<file path="config.mk">
export PLATFORM = sky130hd
export DESIGN_NAME = bram_stream_reader
export DESIGN_NICKNAME = d
export VERILOG_FILES = /design/src/rtl/bram_stream_reader.sv
export SDC_FILE = /design/constraint.sdc
export NUM_CORES = 1
export LEC_CHECK = 0
export BUFFER_PORTS_ARGS = -buffer_cell sky130_fd_sc_hd__buf_2
export CAP_MARGIN = 20
export CELL_PAD_IN_SITES_DETAIL_PLACEMENT = 1
export CELL_PAD_IN_SITES_GLOBAL_PLACEMENT = 2
export CORE_ASPECT_RATIO = 0.8
export CORE_MARGIN = 2
export CORE_UTILIZATION = 38
export DETAILED_ROUTE_END_ITERATION = 10
export PLACE_DENSITY = 0.87
export SLEW_MARGIN = 30
export SYNTH_ARGS = -nofsm -noshare
export SYNTH_HDL_FRONTEND = slang
export SYNTH_SLANG_ARGS = --single-unit
</file>
<file path="constraint.sdc">
create_clock -name clk -period 3.2 [get_ports clk]
set_input_delay 0 -clock clk [delete_from_list [all_inputs] [get_ports clk]]
set_output_delay 0 -clock clk [all_outputs]
set_load 0.01 [all_outputs]
</file>
<file path="src/rtl/bram_stream_reader.sv">
// bram_stream_reader
//
// Streaming read engine for a simple-dual-port block RAM whose read port has
// a 2-cycle registered latency. A (start address, length) command is taken
// over a valid/ready handshake. The engine then issues one RAM read per cycle
// while it has credit, catches the returning words in a small FIFO, and
// presents them in order on a valid/ready stream. The final word of each
// command is flagged with m_last.
//
// Ports:
//   clk, rst                      single clock, async active-high reset
//   cmd_valid/cmd_ready           command handshake
//   cmd_addr, cmd_len             first word address, word count (0 legal)
//   bram_addrb, bram_enb          RAM read address / read enable (registered)
//   bram_regceb, bram_rstb        RAM output-register enable / reset (rstb = 0)
//   bram_doutb                    RAM read data
//   m_valid/m_ready               output stream handshake
//   m_data, m_last                output word and end-of-command flag
//   done                          one-cycle pulse when a command completes
module bram_stream_reader #(
    parameter int DATA_WIDTH = 64,
    parameter int ADDR_WIDTH = 9,
    parameter int LEN_WIDTH  = 10,
    parameter int RD_LATENCY = 2,
    parameter int FIFO_DEPTH = 4
) (
    input  logic                  clk,
    input  logic                  rst,
    input  logic                  cmd_valid,
    output logic                  cmd_ready,
    input  logic [ADDR_WIDTH-1:0] cmd_addr,
    input  logic [LEN_WIDTH-1:0]  cmd_len,
    output logic [ADDR_WIDTH-1:0] bram_addrb,
    output logic                  bram_enb,
    output logic                  bram_regceb,
    output logic                  bram_rstb,
    input  logic [DATA_WIDTH-1:0] bram_doutb,
    output logic                  m_valid,
    input  logic                  m_ready,
    output logic [DATA_WIDTH-1:0] m_data,
    output logic                  m_last,
    output logic                  done
);

    localparam int PTR_W = $clog2(FIFO_DEPTH);
    localparam int CNT_W = PTR_W + 1;
    localparam int OCC_W = CNT_W + 2;

    typedef enum logic [1:0] {IDLE, ISSUE, DRAIN} state_t;

    state_t                state;
    logic [ADDR_WIDTH-1:0] next_addr;
    logic [LEN_WIDTH-1:0]  remaining;
    logic                  issue_last;
    logic                  done_zero;
    logic [RD_LATENCY-1:0] rd_vld;
    logic [RD_LATENCY-1:0] rd_last;

    logic [DATA_WIDTH-1:0] fifo_data [FIFO_DEPTH];
    logic [FIFO_DEPTH-1:0] fifo_tag;
    logic [PTR_W-1:0]      wr_ptr;
    logic [PTR_W-1:0]      rd_ptr;
    logic [CNT_W-1:0]      fifo_count;

    logic                  push;
    logic                  pop;
    logic                  cmd_fire;
    logic                  burst_done;
    logic [OCC_W-1:0]      inflight_cnt;
    logic [OCC_W-1:0]      occupancy;
    logic                  credit_ok;

    assign bram_rstb   = 1'b0;
    assign bram_regceb = rd_vld[0];

    // The final latency stage lines up with valid doutb, so it is the push.
    assign push       = rd_vld[RD_LATENCY-1];
    assign m_valid    = (fifo_count != '0);
    assign pop        = m_valid & m_ready;
    assign m_data     = m_valid ? fifo_data[rd_ptr] : '0;
    assign m_last     = m_valid & fifo_tag[rd_ptr];

    // A zero-length command holds off the next accept until its done pulse
    // has gone by, matching the one-command-per-done rhythm of real bursts.
    assign cmd_ready  = (state == IDLE) & ~done_zero & ~rst;
    assign cmd_fire   = cmd_valid & cmd_ready;
    assign burst_done = (state == DRAIN) & pop & m_last;
    assign done       = done_zero | burst_done;

    // Credit check for the read registered this cycle (visible next cycle).
    // Everything already committed -- FIFO contents, the read on the port now
    // and the reads in the latency pipe -- must leave room for one more word.
    // A pop this cycle frees its slot in time, which keeps a full-rate stream.
    always_comb begin
        inflight_cnt = '0;
        for (int i = 0; i < RD_LATENCY; i++) begin
            inflight_cnt = inflight_cnt + OCC_W'(rd_vld[i]);
        end
        occupancy = OCC_W'(fifo_count) + OCC_W'(bram_enb) + inflight_cnt
                    - OCC_W'(pop);
        credit_ok = (occupancy < OCC_W'(FIFO_DEPTH));
    end

    // Control FSM. The first read is registered on the accept edge itself so
    // the RAM sees it one cycle after the command handshake. Reads carry a
    // last tag down a shift register matched to the RAM latency.
    always_ff @(posedge clk or posedge rst) begin
        if (rst) begin
            state      <= IDLE;
            next_addr  <= '0;
            remaining  <= '0;
            bram_addrb <= '0;
            bram_enb   <= 1'b0;
            issue_last <= 1'b0;
            done_zero  <= 1'b0;
            rd_vld     <= '0;
            rd_last    <= '0;
        end else begin
            bram_enb   <= 1'b0;
            issue_last <= 1'b0;
            done_zero  <= 1'b0;
            rd_vld     <= {rd_vld[RD_LATENCY-2:0], bram_enb};
            rd_last    <= {rd_last[RD_LATENCY-2:0], issue_last};
            case (state)
                IDLE: begin
                    if (cmd_fire) begin
                        if (cmd_len == '0) begin
                            done_zero <= 1'b1;
                        end else begin
                            bram_enb   <= 1'b1;
                            bram_addrb <= cmd_addr;
                            next_addr  <= cmd_addr + ADDR_WIDTH'(1);
                            remaining  <= cmd_len - LEN_WIDTH'(1);
                            issue_last <= (cmd_len == LEN_WIDTH'(1));
                            state      <= (cmd_len == LEN_WIDTH'(1)) ? DRAIN : ISSUE;
                        end
                    end
                end
                ISSUE: begin
                    if ((remaining != '0) && credit_ok) begin
                        bram_enb   <= 1'b1;
                        bram_addrb <= next_addr;
                        next_addr  <= next_addr + ADDR_WIDTH'(1);
                        remaining  <= remaining - LEN_WIDTH'(1);
                        issue_last <= (remaining == LEN_WIDTH'(1));
                        if (remaining == LEN_WIDTH'(1)) begin
                            state <= DRAIN;
                        end
                    end
                end
                DRAIN: begin
                    if (burst_done) begin
                        state <= IDLE;
                    end
                end
                default: state <= IDLE;
            endcase
        end
    end

    // FIFO bookkeeping. Pointers wrap naturally because the depth is a power
    // of two; a simultaneous push and pop leaves the count unchanged.
    always_ff @(posedge clk or posedge rst) begin
        if (rst) begin
            wr_ptr     <= '0;
            rd_ptr     <= '0;
            fifo_count <= '0;
            fifo_tag   <= '0;
        end else begin
            if (push) begin
                wr_ptr           <= wr_ptr + PTR_W'(1);
                fifo_tag[wr_ptr] <= rd_last[RD_LATENCY-1];
            end
            if (pop) begin
                rd_ptr <= rd_ptr + PTR_W'(1);
            end
            fifo_count <= fifo_count + CNT_W'(push) - CNT_W'(pop);
        end
    end

    // FIFO storage needs no reset; empty entries are masked at the output.
    always_ff @(posedge clk) begin
        if (push) begin
            fifo_data[wr_ptr] <= bram_doutb;
        end
    end

endmodule

</file>
==> flow_summary.json, run 1 <==
{
  "status": "finished, final reports clean",
  "worst-path-buf-inv": 3,
  "grt_max_degree": 67,
  "crit_type": "reg -> reg",
  "slowest_delay_ns": 0.39,
  "die_w_um": 207.9,
  "p_switching_mw": 4.655,
  "firstDrtPassIters": 4,
  "finalCritPeriodShare": 0.9452,
  "cts.clk_slew.worst_paths_ns": 0.07,
  "r2r_cells": 14,
  "post_drt_wl_per_cell_um": 20.52,
  "seqCellArea_um2": 8896,
  "drv_slew": 0,
  "htree_levels": 1,
  "crit_cells": 14,
  "postSynthCellCount": 744,
  "vias_per_cell": 5.102,
  "vias": 7505,
  "cpMostUsedCell": "ha_1",
  "gp_congestion": 0.8125,
  "cts-root-buf": "clkbuf_16",
  "core_area_um2": 32630,
  "cp_slowest_cell": "dfrtp_1",
  "fin_skew_ns": 0.01422,
  "crit_fanout": 4,
  "detail_route.iter0.violations": 459,
  "syn2layout_area_growth_pct": 27.00,
  "r2r_end": "next_addr[2]$_DFFE_PP0P_",
  "drive_gt1_frac": 0.3142,
  "wl_um": 30180,
  "nFillCells": 3190,
  "grt_pass1_vias": 8252,
  "yosysWarnings": 0,
  "yosysTopAreaCell": "edfxtp_1",
  "synth_area_leaders": "edfxtp_1 (61%), mux4_2 (12%), dfrtp_1 (9.5%)",
  "intPower_mw": 9.328,
  "ios": 167,
  "min_path_type": "in -> async",
  "cap_violations": 0,
  "cts_setup_buffers": 0,
  "syn_avg_cell_area_um2": 16.99,
  "peakVddDrop_uv": 529.6,
  "p_comb_frac": 0.365,
  "p_clk_frac": 0.249,
  "grt_first_pass_wirelength_um": 47310,
  "clock_sinks": 304,
  "hold_viol_final": 0,
  "drc": 0,
  "syn-cell-area_um2": 12640,
  "async_reset_ff_frac": 0.1579,
  "maxClockFrequency_mhz": 330.6,
  "power_density_nw_per_um2": 871.2,
  "multi_input_area_um2": 3538,
  "die_area_um2": 34740,
  "tightest_slew_ns": 0.7207,
  "overflow": 0,
  "setup_tns_ns": 0,
  "ys_types": 56,
  "dp.cells": 1321,
  "sw_frac_of_total": 0.3329,
  "ys_seq_elements": 304,
  "rows": 59,
  "leakagePower_nw": 5.865,
  "slew_headroom": 0.5196,
  "crit_family": "adder cells",
  "die_h_um": 167.1,
  "cp_data_arrival_time_ns": 3.47,
  "finalSetupViolCount": 0,
  "antenna_found_initial": 0,
  "syn_nets": 850,
  "cp-end-kind": "flip-flop",
  "synth_edf_count": 256,
  "diodes": 0,
  "cp.required_ns": 3.64,
  "cts_made_buffers": 31,
  "yosysSeqAreaShare": 0.7033,
  "final_cells": 1471,
  "ant_nets": 0,
  "reg2reg_from": "fifo_count[2]$_DFF_PP0_",
  "fin_nets": 1126,
  "rsz0062_at_grt": "false",
  "start_kind": "flip-flop",
  "cp-startpoint": "fifo_count[2]$_DFF_PP0_",
  "start_util": 0.3873,
  "ys.flop_type": "edfxtp_1",
  "clk_path_buf_depth": 3,
  "rrSetupSlack_ns": 0.18,
  "grt_use_total": 0.1735,
  "period_minus_slack_ns": 3.025,
  "clk_latency_ns": 0.56,
  "crit_chain": "inv_2, nand3_2, and2_1, ha_1, fa_1, inv_1, ha_1, and3b_1, a2111oi_4, o21ai_2, o21a_4, buf_4, a22oi_1, nand3_1",
  "yosysTopAreaCellShare": 0.6083,
  "hpwl_um": 18400,
  "portBuffers": 165,
  "pwr-share-seq": 0.386,
  "cts_tree": "done"
}
Yosys cell counts, types with 2 or more instances:
master,count
a211oi_1,2
inv_1,24
or4_1,2
mux4_2,65
o22a_1,2
a21oi_1,20
mux2_2,6
a31o_2,3
nand4_1,3
nand2_1,37
and2_1,75
ha_1,17
o21ai_0,22
buf_2,4
xnor2_1,4
or3_1,5
o31ai_1,3
and3_1,2
fa_1,2
clkbuf_1,24
nor3_1,11
or2_2,3
buf_6,3
mux2i_1,7
o21ai_1,2
o21a_1,3
a22oi_1,3
nor4_1,2
nand3_1,11
nor2b_1,2
edfxtp_1,256
o211ai_1,2
dfrtp_1,48
o32ai_1,2
buf_1,2
a31oi_1,9
xor2_1,7
buf_4,3
nor2_1,29
final cells by class:
type,count,share of cell area
flip-flops and latches,304,0.5543
multi-input cells,379,0.2205
repair buffers,279,0.1249
clock buffers,38,0.04997
well taps,427,0.03329
clock inverters,19,0.01068
inverters,25,0.006470
worst max path at each step:
stage	to	slack [ns]
5_1_grt	next_addr[2]$_DFFE_PP0P_	0.02
3_5_place_dp	next_addr[3]$_DFFE_PP0P_	0.03
4_1_cts	bram_addrb[0]$_DFFE_PP0P_	0.01
6_report	next_addr[2]$_DFFE_PP0P_	0.18
2_1_floorplan	remaining[6]$_DFFE_PP0P_	0.05
3_3_place_gp	remaining[6]$_DFFE_PP0P_	0.12
registers in the layout, indices dropped and copies added, names as in the netlist, 2 cells and up:
signal	count
wr_ptr	2
rd_ptr	2
rd_last	2
remaining	10
fifo_count	3
bram_addrb	9
rd_vld	2
fifo_data	256
next_addr	9
state	2
fifo_tag	4
tightest hold or removal path, cell delays in order:
cell,delay [ns]
dlygate4sd3_1,0.53
buf_2,0.15
inv_4,0.46
cell families (layout without fill, tap and decap cells):
kind of cell,after synthesis,count (layout),synth area share
simple gates,189,189,0.08009
flops,304,304,0.7033
compound gates,81,81,0.04059
fa+ha+maj,19,19,0.02000
buf+inv,61,361,0.02138
other cells,1,1,0.0002967
xor+xnor,11,11,0.007623
mux,78,78,0.1267
layer usage:
metal	global-route usage	vias to the layer above	routed length, µm
met5	0	-	0
met4	0.04687	0	687
met3	0.02719	44	1299
met2	0.2880	186	14580
met1	0.2398	3841	13620
li1	-	3434	-
placed cells by master, fill, tap and decap left out, types with 21 or more instances in the layout:
cell	instances
nand2_1	37
and2_1	71
dlygate4sd3_1	92
buf_2	165
dfrtp_1	46
inv_1	21
nor2_1	29
edfxtp_1	256
mux4_2	65
clkbuf_16	32
per-stage QoR:
step	worst slack (ns)	hold WS (ns)	cell area (µm²)	total power, mW	utilization
after floorplan	0.04716	0.06148	12640	8.575	-
after global placement	0.1228	0.2129	14080	10.17	0.4314
after detailed placement	0.03045	0.1566	14080	10.30	0.4315
after CTS	0.009867	0.1039	15980	13.90	0.4896
after global routing	0.02172	0.1404	16050	14.79	0.4919
final	0.1754	0.1046	16050	13.98	0.4919
power groups by stage:
stage	Combinational [mW]	Clock [mW]	Sequential [mW]
6_report	5.10	3.49	5.39
4_1_cts	4.94	3.57	5.40
3_5_place_dp	4.82	0	5.48
3_3_place_gp	4.72	0	5.45
5_1_grt	5.60	3.71	5.48
2_1_floorplan	3.39	0	5.19
timing repair:
action	4_1_cts	5_1_grt
hold buffers	92	0
pin swaps	0	2
hold endpoints to repair	338	0
gates cloned	0	1
setup endpoints to repair	1	29
resized for setup	1	13
(Power assumes the default switching activity.)
==> inputs of run 2 (changes only) <==
==> constraint.sdc (replaced) <==
create_clock -name clk -period 3.2 [get_ports clk]
set_input_delay 0.16 -clock clk [delete_from_list [all_inputs] [get_ports clk]]
set_output_delay 0.16 -clock clk [all_outputs]
set_load 0.01 [all_outputs]
==> flow_summary.json, run 2 (same netlist as run 1, synthesis figures left out) <==
{
  "top_regs": "fifo_data x256, remaining x10",
  "clk_latency_ns": 0.50,
  "totalPowerFinal_mw": 14.22,
  "portBuffers": 165,
  "antenna_found_initial": 1,
  "final_cells": 1449,
  "maxClockFrequency_mhz": 329.6,
  "start_util": 0.3873,
  "crit_chain": "inv_2, nand3_2, and2_1, ha_1, fa_1, inv_1, ha_1, and3b_1, a2111oi_4, o21ai_2, o21a_4, buf_4, a22oi_2, nand3_1",
  "detail_route.iter0.violations": 339,
  "finalSetupViolCount": 0,
  "fin_ws_ns": 0.1663,
  "finalCritPeriodShare": 0.9480,
  "wl_um": 30070,
  "tightest_slew_ns": 0.7784,
  "p_comb_frac": 0.350,
  "cts_tree": "done",
  "power_density_nw_per_um2": 893.1,
  "htree_levels": 2,
  "largest-register": "fifo_data",
  "drc": 0,
  "ant_nets": 0,
  "cp-end-kind": "flip-flop",
  "pwr-share-seq": 0.382,
  "fin_nets": 1105,
  "syn2layout_area_growth_pct": 25.98,
  "slew_headroom": 0.4811,
  "layout_commonest_cell": "edfxtp_1",
  "cts.clk_slew.worst_paths_ns": 0.06,
  "firstDrtPassIters": 5,
  "hold_viol_final": 0,
  "p_switching_mw": 4.682,
  "ios": 167,
  "die_h_um": 167.1,
  "core_area_um2": 32630,
  "hpwl_um": 18500,
  "vias_per_cell": 5.092,
  "rows": 59,
  "grt_pass1_vias": 8172,
  "dp.cells": 1320,
  "fin_skew_ns": 0.01359,
  "holdWs_ns": 0.02610,
  "leakagePower_nw": 5.808,
  "clock_sinks": 304,
  "gp_congestion": 0.7841,
  "cp.required_ns": 3.58,
  "overflow": 0,
  "p_clk_frac": 0.268,
  "cp_data_arrival_time_ns": 3.41,
  "grt_max_degree": 67,
  "place_ws_ns": 0.03582,
  "seqCellArea_um2": 8896,
  "vias": 7378,
  "layout_common_cells": "edfxtp_1 (256), buf_2 (165), and2_1 (71), dlygate4sd3_1 (70), mux4_2 (65)",
  "grt_first_pass_wirelength_um": 47750,
  "start_kind": "flip-flop",
  "fin_area_um2": 15920,
  "die_w_um": 207.9,
  "cts-root-buf": "clkbuf_16",
  "final_util": 0.4880,
  "cp_slowest_cell": "dfrtp_1",
  "intPower_mw": 9.539,
  "period_minus_slack_ns": 3.034,
  "cap_violations": 0,
  "slowest_delay_ns": 0.39,
  "peakVddDrop_uv": 525.4,
  "drive_gt1_frac": 0.3232,
  "drv_slew": 0,
  "crit_fanout": 4,
  "die_area_um2": 34740,
  "rsz0062_at_grt": "true",
  "status": "finished, final reports clean",
  "cts_made_buffers": 34,
  "cp-startpoint": "fifo_count[2]$_DFF_PP0_",
  "grt_use_total": 0.1771,
  "place_area_um2": 14080,
  "min_path_type": "in -> reg",
  "post_drt_wl_per_cell_um": 20.75,
  "nFillCells": 3193,
  "largest_reg_flops": 256,
  "cpMostUsedCell": "ha_1",
  "reg2reg_from": "fifo_count[2]$_DFF_PP0_",
  "sw_frac_of_total": 0.3292,
  "crit_type": "reg -> reg",
  "setup_tns_ns": 0,
  "multi_input_area_um2": 3540,
  "clk_path_buf_depth": 3,
  "worstHoldStart": "cmd_addr[5]"
}
[run 2: worst paths after layout]
check	depth (start not counted)	end	slack, ns
hold reg to reg	0	rd_last[1]$_DFF_PP0_	0.37
hold / removal	3	next_addr[5]$_DFFE_PP0P_	0.03
setup / recovery	14	next_addr[2]$_DFFE_PP0P_	0.17
setup reg to reg	14	next_addr[2]$_DFFE_PP0P_	0.17
max in group asynchronous	3	rd_ptr[0]$_DFFE_PP0P_	2.40
min in group asynchronous	3	state[0]$_DFFE_PP0P_	0.32
[run 2: metal layers]
metal / share of wire / track usage
met1: 0.44 / 0.2430
met2: 0.49 / 0.2983
met3: 0.046 / 0.02701
met4: 0.016 / 0.04409
met5: 0 / 0
[run 2: power groups by stage]
stage	clock network [mW]	registers, mW	logic, mW
6_report	3.81	5.43	4.97
2_1_floorplan	0	5.19	3.39
3_5_place_dp	0	5.52	4.82
3_3_place_gp	0	5.49	4.72
5_1_grt	4.05	5.52	5.49
4_1_cts	3.90	5.45	4.92
[run 2: repair_timing]
action / in CTS / in global routing
resized for setup: 0 / 13
buffers inserted: 0 / 0
hold buffers: 70 / 0
setup endpoints to repair: 0 / 27
endpoints found under the hold margin: 311 / 0
[run 2: critical path, delay by kind of cell (launching register included)]
kind / cells / cell delay, ns
buffers and inverters: 3 / 0.30
AO/OA/AOI/OAI: 4 / 0.83
AND/OR/NAND/NOR: 4 / 0.55
adder cells (fa/ha/maj): 3 / 0.86
flip-flops: 1 / 0.39
[run 2: final cells by class]
class,instances,area share
inverter,25,0.006523
antenna,1,0.0001572
clock inverter,15,0.01006
clock buffer,43,0.05815
tap,427,0.03356
multi-input combinational,379,0.2223
timing repair buffer,255,0.1105
sequential,304,0.5587
==> inputs of run 3 (changes only) <==
- CORE_ASPECT_RATIO: 0.8 -> default
- CORE_UTILIZATION: 38 -> 42
- PLACE_DENSITY: 0.87 -> 0.9
- clock period: 3.2 -> 3.15 ns (I/O delays scaled with it)
==> flow_summary.json, run 3 (same netlist as run 1, synthesis figures left out) <==
{
  "finalCritPeriodShare": 0.9728,
  "rrSetupSlack_ns": 0.09,
  "firstDrtPassIters": 5,
  "ios": 167,
  "fin_skew_ns": 0.02305,
  "leakagePower_nw": 5.855,
  "ant_nets": 0,
  "cap_violations": 0,
  "post_drt_wl_per_cell_um": 21.51,
  "min_path_type": "in -> reg",
  "crit_fanout": 7,
  "crit_cells": 14,
  "portBuffers": 165,
  "status": "finished, final reports clean",
  "crit_type": "reg -> reg",
  "layout_commonest_cell": "edfxtp_1",
  "endpoint": "next_addr[2]$_DFFE_PP0P_",
  "start_util": 0.4264,
  "cp-end-kind": "flip-flop",
  "drive_gt1_frac": 0.3278,
  "cp_data_arrival_time_ns": 3.44,
  "dp.cells": 1283,
  "final_util": 0.5386,
  "fin_nets": 1112,
  "die_h_um": 177.5,
  "maxClockFrequency_mhz": 326.3,
  "finalSetupViolCount": 0,
  "htree_levels": 2,
  "nFillCells": 2863,
  "final_cells": 1421,
  "wl_um": 30560,
  "cp.required_ns": 3.53,
  "period_minus_slack_ns": 3.064,
  "clk_latency_ns": 0.51,
  "vias_per_cell": 5.309,
  "rows": 63,
  "grt_use_total": 0.1975,
  "fin_area_um2": 15960,
  "tightest_slew_ns": 0.7523,
  "cts_tree": "done",
  "clk_path_buf_depth": 3,
  "slew_headroom": 0.4979,
  "cts-root-buf": "clkbuf_16",
  "power_density_nw_per_um2": 910.9,
  "vias": 7544,
  "antenna_found_initial": 3,
  "die_w_um": 177.5,
  "cts_made_buffers": 34,
  "overflow": 0,
  "cp-startpoint": "fifo_count[2]$_DFF_PP0_",
  "r2r_end": "next_addr[2]$_DFFE_PP0P_",
  "largest_reg_flops": 256,
  "syn2layout_area_growth_pct": 26.30,
  "largest-register": "fifo_data",
  "drc": 0,
  "die_area_um2": 31500,
  "top_regs": "fifo_data x256, remaining x10",
  "crit_family": "compound AO/OA/AOI/OAI gates",
  "cts.clk_slew.worst_paths_ns": 0.06,
  "grt_first_pass_wirelength_um": 47240,
  "core_area_um2": 29640,
  "holdWs_ns": 0.04157,
  "peakVddDrop_uv": 436.3,
  "crit_chain": "inv_2, nand3_2, and2_4, ha_4, fa_1, inv_1, ha_1, and3b_2, a2111oi_4, o21ai_2, o21a_4, buf_12, a22oi_2, nand3_1",
  "slowest_delay_ns": 0.39,
  "detail_route.iter0.violations": 506,
  "place_area_um2": 14020,
  "gp_congestion": 0.7711,
  "setup_tns_ns": 0,
  "worst-path-buf-inv": 3,
  "grt_max_degree": 67,
  "reg2reg_from": "fifo_count[2]$_DFF_PP0_",
  "layout_common_cells": "edfxtp_1 (256), buf_2 (165), dlygate4sd3_1 (71), and2_1 (70), mux4_2 (65)",
  "drv_slew": 0,
  "hpwl_um": 18680,
  "grt_pass1_vias": 8291,
  "r2r_cells": 14,
  "start_kind": "flip-flop",
  "clock_sinks": 304,
  "cp_slowest_cell": "dfrtp_1",
  "hold_viol_final": 0
}
[run 3: changes by cell type in the layout (fill, tap and decap cells not counted), sizes merged]
cell         previous run  this run
clkbuf                 43        45
inv                    27        23
dlygate4sd3            70        71
buf                   185       189
diode                   1         3
clkinvlp                2         0
bufinv                  3         2
clkinv                  8        15
[run 3: what timing repair did]
item                                   CTS  global route
cloned                                   0             2
pin swaps                                0             4
resized for setup                        3            20
setup endpoints to repair                2            19
endpoints found under the hold margin  303             0
buffers inserted                         0             4
hold buffers                            71             0
[run 3: power breakdown]
group	total [mW]	internal, mW	switching [mW]
Clock	3.76	2.22	1.54
Sequential	5.45	4.96	0.491
Combinational	5.33	2.55	2.77
Total	14.5	9.74	4.80
[run 3: worst min path at each step]
stage                         startpoint                        end  slack (ns)  depth (start not counted)
floorplan                  bram_doutb[0]  fifo_data[0][0]$_DFFE_PP_        0.26                          0
global placement    rd_last[0]$_DFF_PP0_       rd_last[1]$_DFF_PP0_        0.33                          0
detailed placement  issue_last$_DFF_PP0_       rd_last[0]$_DFF_PP0_        0.34                          0
CTS                          cmd_addr[5]   next_addr[5]$_DFFE_PP0P_        0.03                          3
global route                 cmd_addr[5]   next_addr[5]$_DFFE_PP0P_        0.06                          3
finish                       cmd_addr[5]   next_addr[5]$_DFFE_PP0P_        0.04                          3
[run 3: final cells by class]
class | count | area, µm² | share of cell area
flip-flops and latches | 304 | 8896 | 0.5573
multi-input cells | 379 | 3560 | 0.2230
clock inverters | 15 | 138.9 | 0.008700
clock buffers | 43 | 915.9 | 0.05738
well taps | 390 | 488.0 | 0.03057
inverters | 25 | 107.6 | 0.006741
repair buffers | 262 | 1849 | 0.1158
diodes | 3 | 7.507 | 0.0004703
[run 3: worst register-to-register path: cells and delay by family, from the launching register on]
family / cells / cell delay, ns
AOI/OAI and AO/OA: 4 / 0.90
buffers and inverters: 3 / 0.29
DFF: 1 / 0.39
and+or+nand+nor: 4 / 0.57
adders and majority gates: 3 / 0.78
[run 3: per-layer routing]
metal,track usage,part of all wire,up-vias
li1,-,-,3405
met1,0.2511,0.41,3856
met2,0.3453,0.51,236
met3,0.04177,0.062,47
met4,0.04918,0.019,0
met5,0,0,-
[run 3: metrics by stage]
stage | setup slack (ns) | power [mW]
after floorplan | 0.01486 | 8.710
after global placement | 0.09317 | 10.27
after detailed placement | -0.01137 | 10.44
after CTS | 0.04195 | 14.37
after global routing | -0.04048 | 15.39
final | 0.08573 | 14.54
